`src/rtl/pc_seq_pkg.sv`:
```
// Shared encodings for the PC sequencer.
// Next-PC selects, offset selects and temp-buffer states.
package pc_seq_pkg;

    localparam logic [2:0] SEL_HOLD = 3'd0;
    localparam logic [2:0] SEL_INC  = 3'd1;
    localparam logic [2:0] SEL_RST  = 3'd2;
    localparam logic [2:0] SEL_INT  = 3'd3;
    localparam logic [2:0] SEL_ZERO = 3'd4;
    localparam logic [2:0] SEL_ABS  = 3'd5;
    localparam logic [2:0] SEL_REL  = 3'd6;
    localparam logic [2:0] SEL_RSVD = 3'd7;

    localparam logic [1:0] OFS_PC  = 2'd0;
    localparam logic [1:0] OFS_P1  = 2'd1;
    localparam logic [1:0] OFS_P2  = 2'd2;
    localparam logic [1:0] OFS_REL = 2'd3;

    typedef enum logic [1:0] {
        BUF_EMPTY   = 2'd0,
        BUF_HAVE_LO = 2'd1,
        BUF_FULL    = 2'd2
    } buf_state_t;

endpackage

```
`src/rtl/pc_temp_buf.sv`:
```
// Two-byte operand buffer (lo first, then hi).
// A consume empties it unless a new byte arrives in the same cycle.
module pc_temp_buf
    import pc_seq_pkg::*;
(
    input  logic       clock,
    input  logic       reset,
    input  logic       write,
    input  logic       consume,
    input  logic [7:0] data,
    output logic [7:0] lo,
    output logic [7:0] hi,
    output buf_state_t state,
    output logic       overflow
);

    assign overflow = write && !consume && (state == BUF_FULL);

    always_ff @(posedge clock or negedge reset) begin
        if (!reset) begin
            state <= BUF_EMPTY;
            lo    <= 8'h00;
            hi    <= 8'h00;
        end else if (consume) begin
            if (write) begin
                lo    <= data;
                state <= BUF_HAVE_LO;
            end else begin
                state <= BUF_EMPTY;
            end
        end else if (write) begin
            case (state)
                BUF_EMPTY: begin
                    lo    <= data;
                    state <= BUF_HAVE_LO;
                end
                BUF_HAVE_LO: begin
                    hi    <= data;
                    state <= BUF_FULL;
                end
                default: ;
            endcase
        end
    end

endmodule

```
`src/rtl/pc_seq.sv`:
```
// Program-counter sequencer with vector tables,
// absolute/relative jumps from a byte-wise operand buffer.
module pc_seq
    import pc_seq_pkg::*;
#(
    parameter int                 ADDR_W     = 16,
    parameter logic [ADDR_W-1:0]  RESET_PC   = 16'h0000,
    parameter logic [ADDR_W-1:0]  RST_BASE   = 16'h0000,
    parameter logic [ADDR_W-1:0]  INT_BASE   = 16'h0040,
    parameter int                 INT_STRIDE = 8
) (
    input  logic              clock,
    input  logic              reset,
    input  logic              pc_en,
    input  logic [2:0]        pc_sel,
    input  logic [2:0]        rst_pc_in,
    input  logic [2:0]        int_pc_in,
    input  logic [7:0]        data_bus,
    input  logic              write_temp_buf,
    input  logic [1:0]        offset_sel,
    output logic [ADDR_W-1:0] pc,
    output logic [ADDR_W-1:0] pc_w_offset,
    output logic [ADDR_W-1:0] pc_saved,
    output logic [1:0]        buf_state,
    output logic              err
);

    logic [ADDR_W-1:0] pc_q;
    logic [ADDR_W-1:0] saved_q;
    logic [ADDR_W-1:0] next_pc;
    logic [ADDR_W-1:0] sext_lo;
    logic [ADDR_W-1:0] rst_vec;
    logic [ADDR_W-1:0] int_vec;
    logic [7:0]        lo;
    logic [7:0]        hi;
    buf_state_t        buf_st;
    logic              overflow;
    logic              consume;
    logic              save;
    logic              bad;
    logic              err_q;

    pc_temp_buf u_buf (
        .clock    (clock),
        .reset    (reset),
        .write    (write_temp_buf),
        .consume  (consume),
        .data     (data_bus),
        .lo       (lo),
        .hi       (hi),
        .state    (buf_st),
        .overflow (overflow)
    );

    assign sext_lo = {{(ADDR_W-8){lo[7]}}, lo};
    assign rst_vec = RST_BASE
                   + {{(ADDR_W-6){1'b0}}, rst_pc_in, 3'b000};
    assign int_vec = INT_BASE
                   + ADDR_W'(INT_STRIDE)
                   * {{(ADDR_W-3){1'b0}}, int_pc_in};

    always_comb begin
        next_pc = pc_q;
        save    = 1'b0;
        consume = 1'b0;
        bad     = 1'b0;
        if (pc_en) begin
            unique case (pc_sel)
                SEL_HOLD: ;
                SEL_INC:  next_pc = pc_q + ADDR_W'(1);
                SEL_RST: begin
                    next_pc = rst_vec;
                    save    = 1'b1;
                end
                SEL_INT: begin
                    next_pc = int_vec;
                    save    = 1'b1;
                end
                SEL_ZERO: begin
                    next_pc = '0;
                    save    = 1'b1;
                end
                SEL_ABS: begin
                    if (buf_st == BUF_FULL) begin
                        next_pc = ADDR_W'({hi, lo});
                        save    = 1'b1;
                        consume = 1'b1;
                    end else begin
                        bad = 1'b1;
                    end
                end
                SEL_REL: begin
                    if (buf_st != BUF_EMPTY) begin
                        next_pc = pc_q + sext_lo;
                        save    = 1'b1;
                        consume = 1'b1;
                    end else begin
                        bad = 1'b1;
                    end
                end
                default: bad = 1'b1;
            endcase
        end
    end

    always_ff @(posedge clock or negedge reset) begin
        if (!reset) begin
            pc_q    <= RESET_PC;
            saved_q <= RESET_PC;
            err_q   <= 1'b0;
        end else begin
            pc_q  <= next_pc;
            err_q <= bad | overflow;
            if (save) begin
                saved_q <= pc_q;
            end
        end
    end

    always_comb begin
        pc_w_offset = pc_q;
        unique case (offset_sel)
            OFS_PC:  pc_w_offset = pc_q;
            OFS_P1:  pc_w_offset = pc_q + ADDR_W'(1);
            OFS_P2:  pc_w_offset = pc_q + ADDR_W'(2);
            OFS_REL: pc_w_offset = pc_q + sext_lo;
            default: pc_w_offset = pc_q;
        endcase
    end

    assign pc        = pc_q;
    assign pc_saved  = saved_q;
    assign buf_state = buf_st;
    assign err       = err_q;

endmodule

```
`config.mk`:
```
export PLATFORM = sky130hd
export DESIGN_NAME = pc_seq
export DESIGN_NICKNAME = d
export VERILOG_FILES = /design/src/rtl/pc_seq_pkg.sv /design/src/rtl/pc_temp_buf.sv /design/src/rtl/pc_seq.sv
export SDC_FILE = /design/constraint.sdc
export NUM_CORES = 1
export LEC_CHECK = 0
export BUFFER_PORTS_ARGS = -buffer_cell sky130_fd_sc_hd__buf_2
export CAP_MARGIN = 20
export CORE_MARGIN = 10
export CORE_UTILIZATION = 52
export CTS_BUF_LIST = sky130_fd_sc_hd__clkbuf_8 sky130_fd_sc_hd__clkbuf_16
export CTS_CLUSTER_SIZE = 12
export DETAILED_ROUTE_END_ITERATION = 10
export PLACE_DENSITY = 0.78
export SYNTH_ARGS = -nofsm -noshare
export SYNTH_HDL_FRONTEND = slang
export SYNTH_SLANG_ARGS = --single-unit
```
`constraint.sdc`:
```
create_clock -name clock -period 2.5 [get_ports clock]
set_input_delay 0.25 -clock clock [delete_from_list [all_inputs] [get_ports clock]]
set_output_delay 0.25 -clock clock [all_outputs]
set_load 0.01 [all_outputs]
```
## Word level (Yosys, flattened, before mapping)

Index checks and enable logic that the tools add are counted.

- Bits in registers: 51
- Latch bits: 0
- RAM bits: 0
- Memory bits (read-only): 0
- Bits of input ports: 23
- Output and inout port bits: 51
- Memories kept: 0

- Add/sub/neg operators: 4
- $mul: 0
- Div/mod/pow operators: 0
- Magnitude comparators: 0
- Equal/unequal tests: 13
- Shifts and indexed selects: 0
- Multiplexer cells: 22
- Bitwise operators: 2
- Reductions and logical operators: 17

Operator list:

| cell | count |
|---|---|
| one-hot mux 16 bit (6 select lines) | 1 |
| one-hot mux 16 bit (4 select lines) | 1 |
| two-way mux 16 bit | 2 |
| two-way mux 8 bit | 4 |
| adder 16 x 1 -> 16 bit, second input constant | 1 |
| adder 16 bit | 1 |
| adder 16 x 2 -> 16 bit, second input constant | 1 |
| == test 3 bit, second input constant | 3 |
| adder 7 x 6 -> 8 bit, first input constant | 1 |
| two-way mux 1 bit | 8 |
| == test 2 bit, second input constant | 3 |
| == test 3 x 2 -> 1 bit, second input constant | 2 |
| one-hot mux 1 bit (3 select lines) | 2 |
| nonzero test 2 bit | 3 |
| nonzero test 6 bit | 1 |
| OR reduction 5 bit | 1 |
| == test 2 x 1 -> 1 bit, second input constant | 2 |
| zero test 2 bit | 2 |
| two-way mux 2 bit | 2 |
| inequality test 2 bit, second input constant | 2 |
| one-hot mux 2 bit (2 select lines) | 1 |
| AND reduction 2 bit | 2 |
| AND reduction 4 bit | 1 |
| == test 3 x 1 -> 1 bit, second input constant | 1 |
| other kinds (9) | 10 |

## Longest topological paths before layout

Gate-level depths: netlist of the first run.

- Depth in word-level cells: 8
- Gate-level depth with buffers: 9
- Gate-level depth less buffers: 9

## Hierarchy

A second synthesis of the first run with hierarchy kept.

- Cell total of the unflattened synthesis: 523
- Area, all modules: 4232.8 µm²

Modules (own cells, without submodules):

| module | instances | cells an instance | area each (µm²) | seq. area each (µm²) |
|---|---|---|---|---|
| pc_seq | 1 | 458 | 3423.3 | 825.8 |
| pc_temp_buf | 1 | 65 | 809.5 | 450.4 |

## Least setup slack after synthesis of the first run

Ideal clock, no wire load.

- Path kind: register -> output
- Start: reg pc_q[0] (netlist: pc[0])
- End: out pc_w_offset[12]
- Data arrival time: 2.315 ns
- Data required time: 2.250 ns
- Slack: -0.065 ns
- Stages on the path, launching flop included: 10
- Path through: dfrtp_1 -> ha_1 -> inv_1 -> fa_1 -> nor2b_4 -> o31a_4 -> o31ai_4 -> o211a_1 -> or4_1 -> nand3_1

- Cells in the longest elaborated chain, start to end: 2
- Elaborated cells between the ends (all ways): 4
- Classes of those cells: add/sub: 3; mux: 1

Ends and longest elaborated chain:

| item | line | source |
|---|---|---|
| start: declaration | pc_seq.sv:28 | `logic [ADDR_W-1:0] pc_q;` |
| start signal: assignment | pc_seq.sv:112 | `pc_q <= next_pc;` |
| adder 16 bit (tied with other cells) | pc_seq.sv:126 | `OFS_REL: pc_w_offset = pc_q + sext_lo;` |
| one-hot mux 16 bit (4 select lines) * | pc_seq.sv:122 | `unique case (offset_sel)` |
| end: declaration | pc_seq.sv:22 | `output logic [ADDR_W-1:0] pc_w_offset,` |

Mark *: on every way between the ends. The rest lies on a longest branch, timed or not.

## Worst setup path after layout of the first run

- Start: reg pc_q[0] (netlist: pc[0])
- End: out pc_w_offset[8]

Same word-level chain as after synthesis.

==> key figures, run 1 <==
Run status
  – Failing checks: negative setup slack
  – Outcome: complete, but fails checks

Placement
  – Area of placed instances: 5050 µm²
  – Post-Place Worst Slack: -0.0632 ns
  – DP Cell Count: 712
  – Dpl hpwl: 11300 µm
  – Input/output buffers: 73
  – GP Congestion: 0.979

Drt
  – Post-Route WL: 15900 µm
  – Via count: 4879
  – 1st-pass router iterations: 6
  – Residual DRC: 0
  – Routed Antenna Nets: 0
  – Initial DRC count: 640
  – Wire per inst: 21.5 µm
  – Vias/cell: 6.60

Power and ir drop
  – Peak VDD IR: 0.690 mV
  – Power per cell area: 1480 nW/µm²
  – Leakage: 2.40 nW
  – Power Total: 8.47 mW

Synthesis
  – Yosys reg bits: 51
  – Most common flop cell mapped by yosys: dfrtp_1
  – Xor/xnor share of the synthesized area: 2.50%
  – Net Count, Synth: 547
  – Synth Warn #: 0
  – Yosys cell types: 72
  – Largest family of logic cells by synthesized area: compound AO/OA/AOI/OAI gates
  – Mapped Cells: 506
  – Adder-cell share of the synthesized area: 5.53%
  – FFs w/ async S/R, synth: 100%
  – Mux cell area share after synthesis: 8.54%
  – Synth Area per Inst: 8.31 µm²
  – Compound-Gate Fraction of Synth Area: 28.2%
  – Post-synth EDFFs: 0
  – Simple-Gate Fraction of Synth Area: 20.0%
  – Seq/Total Area, Yosys: 30.3%
  – Post-Syn Area: 4210 µm²

Timing
  – Max-slew violations: 0
  – Hold Fails Final Rpt: 0
  – Worst-Margin Slew: 0.546 ns
  – Fin crit share: 117%
  – Setup total negative slack: -2.38 ns
  – Skew final: 0.00589 ns
  – Final min period: 2.92 ns
  – Final setup violating endpoints: 11
  – Achievable clock frequency: 0.343 GHz
  – RSZ-0062 raised after global routing: yes
  – Max-slew headroom: 63.3%
  – WHS: 0.169 ns
  – Final worst slack: -0.416 ns

Global route
  – Vias in the first global route: 4588
  – First-pass GRT wire length: 24100 µm
  – Total gr overflow: 0
  – GRT Resource Usage Total: 25.1%
  – Initial antenna violation count: 0
  – Pin count of the biggest net entering global routing: 52

Final layout
  – P&R area growth vs syn: 35.8%
  – Nets: 677
  – Final cell count without fillers: 739
  – Design Area, Final: 5710 µm²
  – Post-Route Utilization: 73.2%
  – Most frequent cells in the layout: 79 x buf_4, 72 x buf_2, 54 x nor2_1
  – Commonest non-fill, non-tap cell in the layout: buf_4
  – Layout cell share with drive strength beyond 1: 42.9%
  – # diodes: 0

Floorplanning
  – Core area: 7810 µm²
  – Die area: 12100 µm²
  – Chip Width: 110 µm
  – Die extent in y: 110 µm
  – Initial Utilization: 53.9%
  – Io pins: 74
  – Row count: 32

Critical path
  – R2R depth: 10
  – Critical path arrival: 2.67 ns
  – Worst EP required: 2.25 ns
  – Critical path peak fanout: 4
  – Max incr delay on CP: 0.44 ns
  – Slowest stage cell, crit path: dfrtp_2
  – Buf/Inv on CP: 2
  – Reg-to-Reg Start: pc[0]
  – Worst path top cell family by delay: compound AO/OA/AOI/OAI gates
  – R2R Path End: pc[10]
  – Crit start category: flip-flop
  – Crit. End Element: output pin
  – CP startpoint: pc[0]
  – Cell Chain, Critical Path: ha_4, inv_2, fa_2, nor2b_4, o31a_4, o31ai_4, a21oi_1, xnor2_1, o221ai_1, buf_2
  – Reg2Reg Setup Slack: 0.08 ns
  – Setup CP Type: reg2out

Clock network
  – CTS max path bufs: 2
  – CTS Sinks: 51
  – H-tree depth: 2
  – Clock Latency Late Sink: 0.32 ns
  – CTS Buf Count: 5
  – CTS Root Cell: clkbuf_8
  – TritonCTS clock tree: done
  – Clk slew on worst S/H paths: 0.10 ns

Min path
  – Hold Path End: u_buf.lo[2]
  – Class of the worst hold path: in2reg
  – Hold path cells: 2
  – Hold path start: data_bus[2]

Run
  – Max Cap Violations: 0
## how the worst max path moves through the flow
| stage | cells past startpoint | end | slack, ns |
|---|---|---|---|
| floorplan | 9 | pc_w_offset[12] | 0.05 |
| global placement | 10 | pc_w_offset[14] | -0.01 |
| detailed placement | 10 | pc_w_offset[14] | -0.06 |
| CTS | 10 | pc_w_offset[12] | -0.33 |
| global route | 10 | pc_w_offset[8] | -0.45 |
| finish | 10 | pc_w_offset[8] | -0.42 |
## synthesized netlist by cell type, drive strengths merged, types with 5 or more instances
library cell,number,area (µm²)
nand2,43,161
clkbuf,17,63.8
a211oi,9,67.6
nor3,9,45.0
o22ai,13,81.3
nand3,15,80.1
nand4,9,62.6
and4,5,43.8
dfrtp,51,1280
o31ai,5,51.3
mux2,31,349
xor2,7,61.3
a21oi,52,264
ha,17,213
nand2b,5,31.3
nor2,57,214
o21a,8,60.1
and3,6,38.8
xnor2,5,43.8
buf,20,113
o21ai,45,236
inv,8,30.0
## area by class of cell
type | count | area [µm²]
Multi-Input combinational cell | 410 | 3120
Fill cell | 600 | 2090
Sequential cell | 51 | 1280
Timing Repair Buffer | 160 | 1060
Tap cell | 102 | 128
Clock buffer | 6 | 82.6
Inverter | 8 | 30.0
Clock inverter | 2 | 12.5
## cells by family (layout without fill, tap and decap cells)
group                    after synthesis  after routing
XOR/XNOR                              12             12
buffers and inverters                 45            176
AO/OA/AOI/OAI                        177            177
flip-flops                            51             51
AND/OR/NAND/NOR                      171            171
adder cells (fa/ha/maj)               18             18
multiplexers                          32             32
## metal layers
layer / track usage [%] / up-vias / share of wire, %
met3: 6.38 / 92 / 11
met4: 8.64 / 0 / 5.1
met1: 32.0 / 2285 / 38
li1: - / 2160 / -
met5: 0 / - / 0
met2: 40.3 / 342 / 45
## worst reg2reg max path, cell delays in order (launching register included)
cell      delay, ns
dfrtp_2        0.44
ha_4           0.17
inv_2          0.05
fa_2           0.22
nor2b_4        0.05
o31a_4         0.30
or3_1          0.36
a311oi_2       0.33
buf_4          0.18
o31ai_1        0.08
o211a_1        0.13
## state kept, by name (all words and copies together) (netlist names)
name         count
u_buf.hi         8
pc              16
err              1
u_buf.lo         8
pc_saved        16
u_buf.state      2
## power breakdown
| group | switching, mW | total, mW | internal, mW |
|---|---|---|---|
| clock | 0.314 | 0.538 | 0.224 |
| combinational | 3.30 | 6.35 | 3.06 |
| sequential | 0.377 | 1.58 | 1.20 |
| total | 3.99 | 8.47 | 4.48 |
## timing repair
item / CTS / global route
pin swaps: 8 / 13
endpoints found under the hold margin: 51 / 0
hold buffers: 1 / 0
gates resized for setup: 44 / 38
setup endpoints to repair: 10 / 12
setup buffers: 10 / 10
(Power assumes the default switching activity.)
==> run 2, diff against run 1 <==
--- a/config.mk
+++ b/config.mk
@@ -8,11 +8,12 @@
 export BUFFER_PORTS_ARGS = -buffer_cell sky130_fd_sc_hd__buf_2
 export CAP_MARGIN = 20
 export CORE_MARGIN = 10
-export CORE_UTILIZATION = 52
-export CTS_BUF_LIST = sky130_fd_sc_hd__clkbuf_8 sky130_fd_sc_hd__clkbuf_16
+export CORE_UTILIZATION = 53
+export CTS_BUF_LIST = sky130_fd_sc_hd__clkbuf_2
 export CTS_CLUSTER_SIZE = 12
 export DETAILED_ROUTE_END_ITERATION = 10
-export PLACE_DENSITY = 0.78
+export PLACE_DENSITY = 0.79
 export SYNTH_ARGS = -nofsm -noshare
 export SYNTH_HDL_FRONTEND = slang
+export SYNTH_HIERARCHICAL = 1
 export SYNTH_SLANG_ARGS = --single-unit
==> run 2 against run 1 <==
Compared with the run above: count of clock-buffer cells in the layout down 1; utilization is 1.1 points higher; sequential power decreased by 3%; the flow still finishes with violations (negative setup slack).
==> key figures, run 2 <==
Drt
  – Via count: 4732 (-3.0%)
  – Post-Route WL: 15400 µm (-3.1%)
  – Initial DRC count: 470 (-27%)
  – Wire per inst: 19.9 µm (-7.2%)
  – Vias/cell: 6.13 (-7.2%)
  – 1st-pass router iterations: 5 (-1)
  – Residual DRC: 0 (unchanged)
  – Routed Antenna Nets: 0 (unchanged)

Global route
  – First-pass GRT wire length: 23400 µm (-3.0%)
  – Global-route layer with the greatest usage: met2
  – Met3 global-route usage: 4.45% (-1.9 points)
  – Vias in the first global route: 4447 (-3.1%)
  – Pin count of the biggest net entering global routing: 35 (-33%)
  – Initial antenna violation count: 1 (+1)
  – M2 GR Usage: 38.5% (-1.9 points)
  – Total gr overflow: 0 (unchanged)
  – GRT Resource Usage Total: 24.3% (-0.83 points)
  – Met1 usage: 33.6% (+1.5 points)

Synthesis
  – Mapped Cells: 523 (+3.4%)
  – Top-count cell post-synth: dfrtp_1
  – Synth Area per Inst: 8.09 µm² (-2.6%)
  – Area share of the largest cell type after synthesis: 30.2% (-0.19 points)
  – Synth Warn #: 6 (+6)
  – Net Count, Synth: 564 (+3.1%)
  – Yosys cell types: 64 (-11%)
  – Post-synth EDFFs: 0 (unchanged)
  – Most common flop cell mapped by yosys: dfrtp_1
  – Yosys reg bits: 51 (unchanged)
  – Post-Syn Area: 4230 µm² (+0.62%)
  – Largest cells by area after synthesis: dfrtp_1 30%, a21oi_1 5.8%, mux2_2 5.1%
  – Yosys top cell by area: dfrtp_1
  – FFs w/ async S/R, synth: 100% (unchanged)
  – Commonest cells in the netlist: 51 x dfrtp_1, 49 x a21oi_1, 46 x nor2_1
  – Seq/Total Area, Yosys: 30.2% (-0.19 points)

Critical path
  – Critical path peak fanout: 6 (+2)
  – Setup CP Type: reg2out
  – Critical path endpoint: pc_w_offset[15]
  – Worst EP required: 2.25 ns (about the same)
  – Critical path arrival: 3.01 ns (+0.34 ns)
  – Crit start category: flip-flop
  – CP startpoint: u_buf/lo[7]
  – Reg2Reg Setup Slack: -0.07 ns (-0.15 ns)
  – Crit. End Element: output pin
  – Reg-to-Reg Start: u_buf/lo[0]
  – R2R Path End: pc[14]
  – R2R depth: 12 (+2)

Timing
  – Max-slew violations: 0 (unchanged)
  – Skew final: 0.0210 ns (+0.0151 ns)
  – Fin crit share: 130% (+14 points)
  – Final setup violating endpoints: 14 (+3)
  – Hold Fails Final Rpt: 0 (unchanged)
  – Final worst slack: -0.759 ns (-0.343 ns)
  – Final min period: 3.26 ns (+0.343 ns)
  – Setup total negative slack: -7.37 ns (-4.99 ns)
  – Achievable clock frequency: 0.307 GHz (-11%)
  – Worst-Margin Slew: 0.873 ns (+0.327 ns)
  – RSZ-0062 raised after global routing: yes
  – Max-slew headroom: 41.8% (-22 points)

Clock network
  – H-tree depth: 2 (unchanged)
  – Clk slew on worst S/H paths: 0.29 ns (+0.19 ns)
  – CTS Sinks: 51 (unchanged)
  – CTS Root Cell: clkbuf_2
  – TritonCTS clock tree: done
  – CTS max path bufs: 2 (unchanged)
  – CTS Buf Count: 5 (unchanged)
  – Clock Latency Late Sink: 0.48 ns (+0.16 ns)

Final layout
  – FILL cells: 603 (+0.50%)
  – Post-Route Utilization: 74.2% (+1.1 points)
  – Layout cell share with drive strength beyond 1: 39.0% (-3.9 points)
  – Final cell count without fillers: 772 (+4.5%)
  – P&R area growth vs syn: 36.2%
  – Most frequent cells in the layout: 88 x buf_4, 73 x buf_2, 47 x dfrtp_1
  – Commonest non-fill, non-tap cell in the layout: buf_4
  – Design Area, Final: 5770 µm² (+0.92%)
  – Multi-input logic area: 3050 µm² (-2.2%)
  – Flip-flop and latch area: 1280 µm² (about the same)
  – Nets: 710 (+4.9%)
  – # diodes: 0 (unchanged)

Floorplanning
  – Io pins: 74 (unchanged)
  – Row count: 32 (unchanged)
  – Chip Width: 109 µm (-0.52%)
  – Core area: 7770 µm² (-0.51%)
  – Die extent in y: 109 µm (-0.52%)
  – Die area: 12000 µm² (-1.0%)
  – Initial Utilization: 54.5% (+0.62 points)

Run status
  – Outcome: complete, but fails checks
  – Failing checks: negative setup slack

Placement
  – DP Cell Count: 749 (+5.2%)
  – Dpl hpwl: 11400 µm (+0.73%)
  – Area of placed instances: 5270 µm² (+4.3%)
  – GP Congestion: 0.972 (-0.80%)
  – Input/output buffers: 73 (unchanged)

Power and ir drop
  – Power per cell area: 1460 nW/µm² (-1.5%)
  – Leakage: 2.64 nW (+10%)
  – Peak VDD IR: 0.636 mV (-7.9%)

Run
  – Max Cap Violations: 0 (unchanged)

Min path
  – Class of the worst hold path: in2reg
  – Hold path cells: 3 (+1)
## run 2: power breakdown
group          switching, mW  total [mW]  internal [mW]  leakage (nW)
sequential             0.332        1.54           1.21         0.615
combinational           3.30        6.50           3.20          2.00
clock                  0.304       0.374         0.0702        0.0331
## run 2: logic make-up (layout without fill, tap and decap cells)
family / Yosys count / count (layout) / synth area share (%)
mux: 29 / 29 / 8.37
flops: 51 / 51 / 30.2
xor+xnor: 11 / 11 / 2.28
buf+inv: 60 / 207 / 5.59
fa+ha+maj: 18 / 18 / 5.50
compound gates: 178 / 178 / 27.4
simple gates: 176 / 176 / 20.8
## run 2: through the flow
step | power [mW] | hold WS, ns | setup slack, ns
floorplan | 4.46 | -0.0456 | -0.0522
global placement | 6.65 | 0.401 | -0.175
detailed placement | 6.74 | 0.405 | -0.187
CTS | 7.75 | 0.00225 | -0.729
global route | 8.92 | 0.00512 | -0.881
finish | 8.42 | 0.00987 | -0.759
## run 2: worst min path at each step
stage / startpoint / to / slack, ns
2_1_floorplan: reset / err / -0.05
3_3_place_gp: reset / pc_saved[9] / 0.40
3_5_place_dp: reset / pc_saved[9] / 0.40
4_1_cts: data_bus[1] / u_buf/hi[1] / 0.002
5_1_grt: data_bus[2] / u_buf/lo[2] / 0.005
6_report: data_bus[5] / u_buf/lo[5] / 0.01
## run 2: final cells by class
class / count / area share (%)
Clock buffer: 5 / 0.434
Tap cell: 102 / 2.21
Inverter: 24 / 1.56
Multi-Input combinational cell: 412 / 52.9
Timing Repair Buffer: 175 / 20.4
Clock inverter: 3 / 0.326
Sequential cell: 51 / 22.2
## run 2: worst max-delay path: stages, from the launching register on
cell and delay [ns]:
dfrtp_2 0.53, clkbuf_4 0.21, ha_4 0.25, and3_1 0.18
nand4_1 0.15, nor2_1 0.10, a2111o_1 0.47, xor2_1 0.17
a21oi_1 0.16, xnor2_1 0.16, buf_2 0.17
## run 2: repair_timing
| action | CTS | global route |
|---|---|---|
| endpoints found under the setup margin | 18 | 21 |
| pin swaps | 24 | 30 |
| hold endpoints to repair | 34 | 2 |
| setup buffers | 7 | 5 |
| resized for setup | 47 | 30 |
| hold buffers | 3 | 2 |
## run 2: per-layer routing
metal,vias to the layer above,share of wire (%)
li1,2235,-
met1,2259,43
met2,204,46
met3,32,7.9
met4,2,2.0
met5,-,0.12
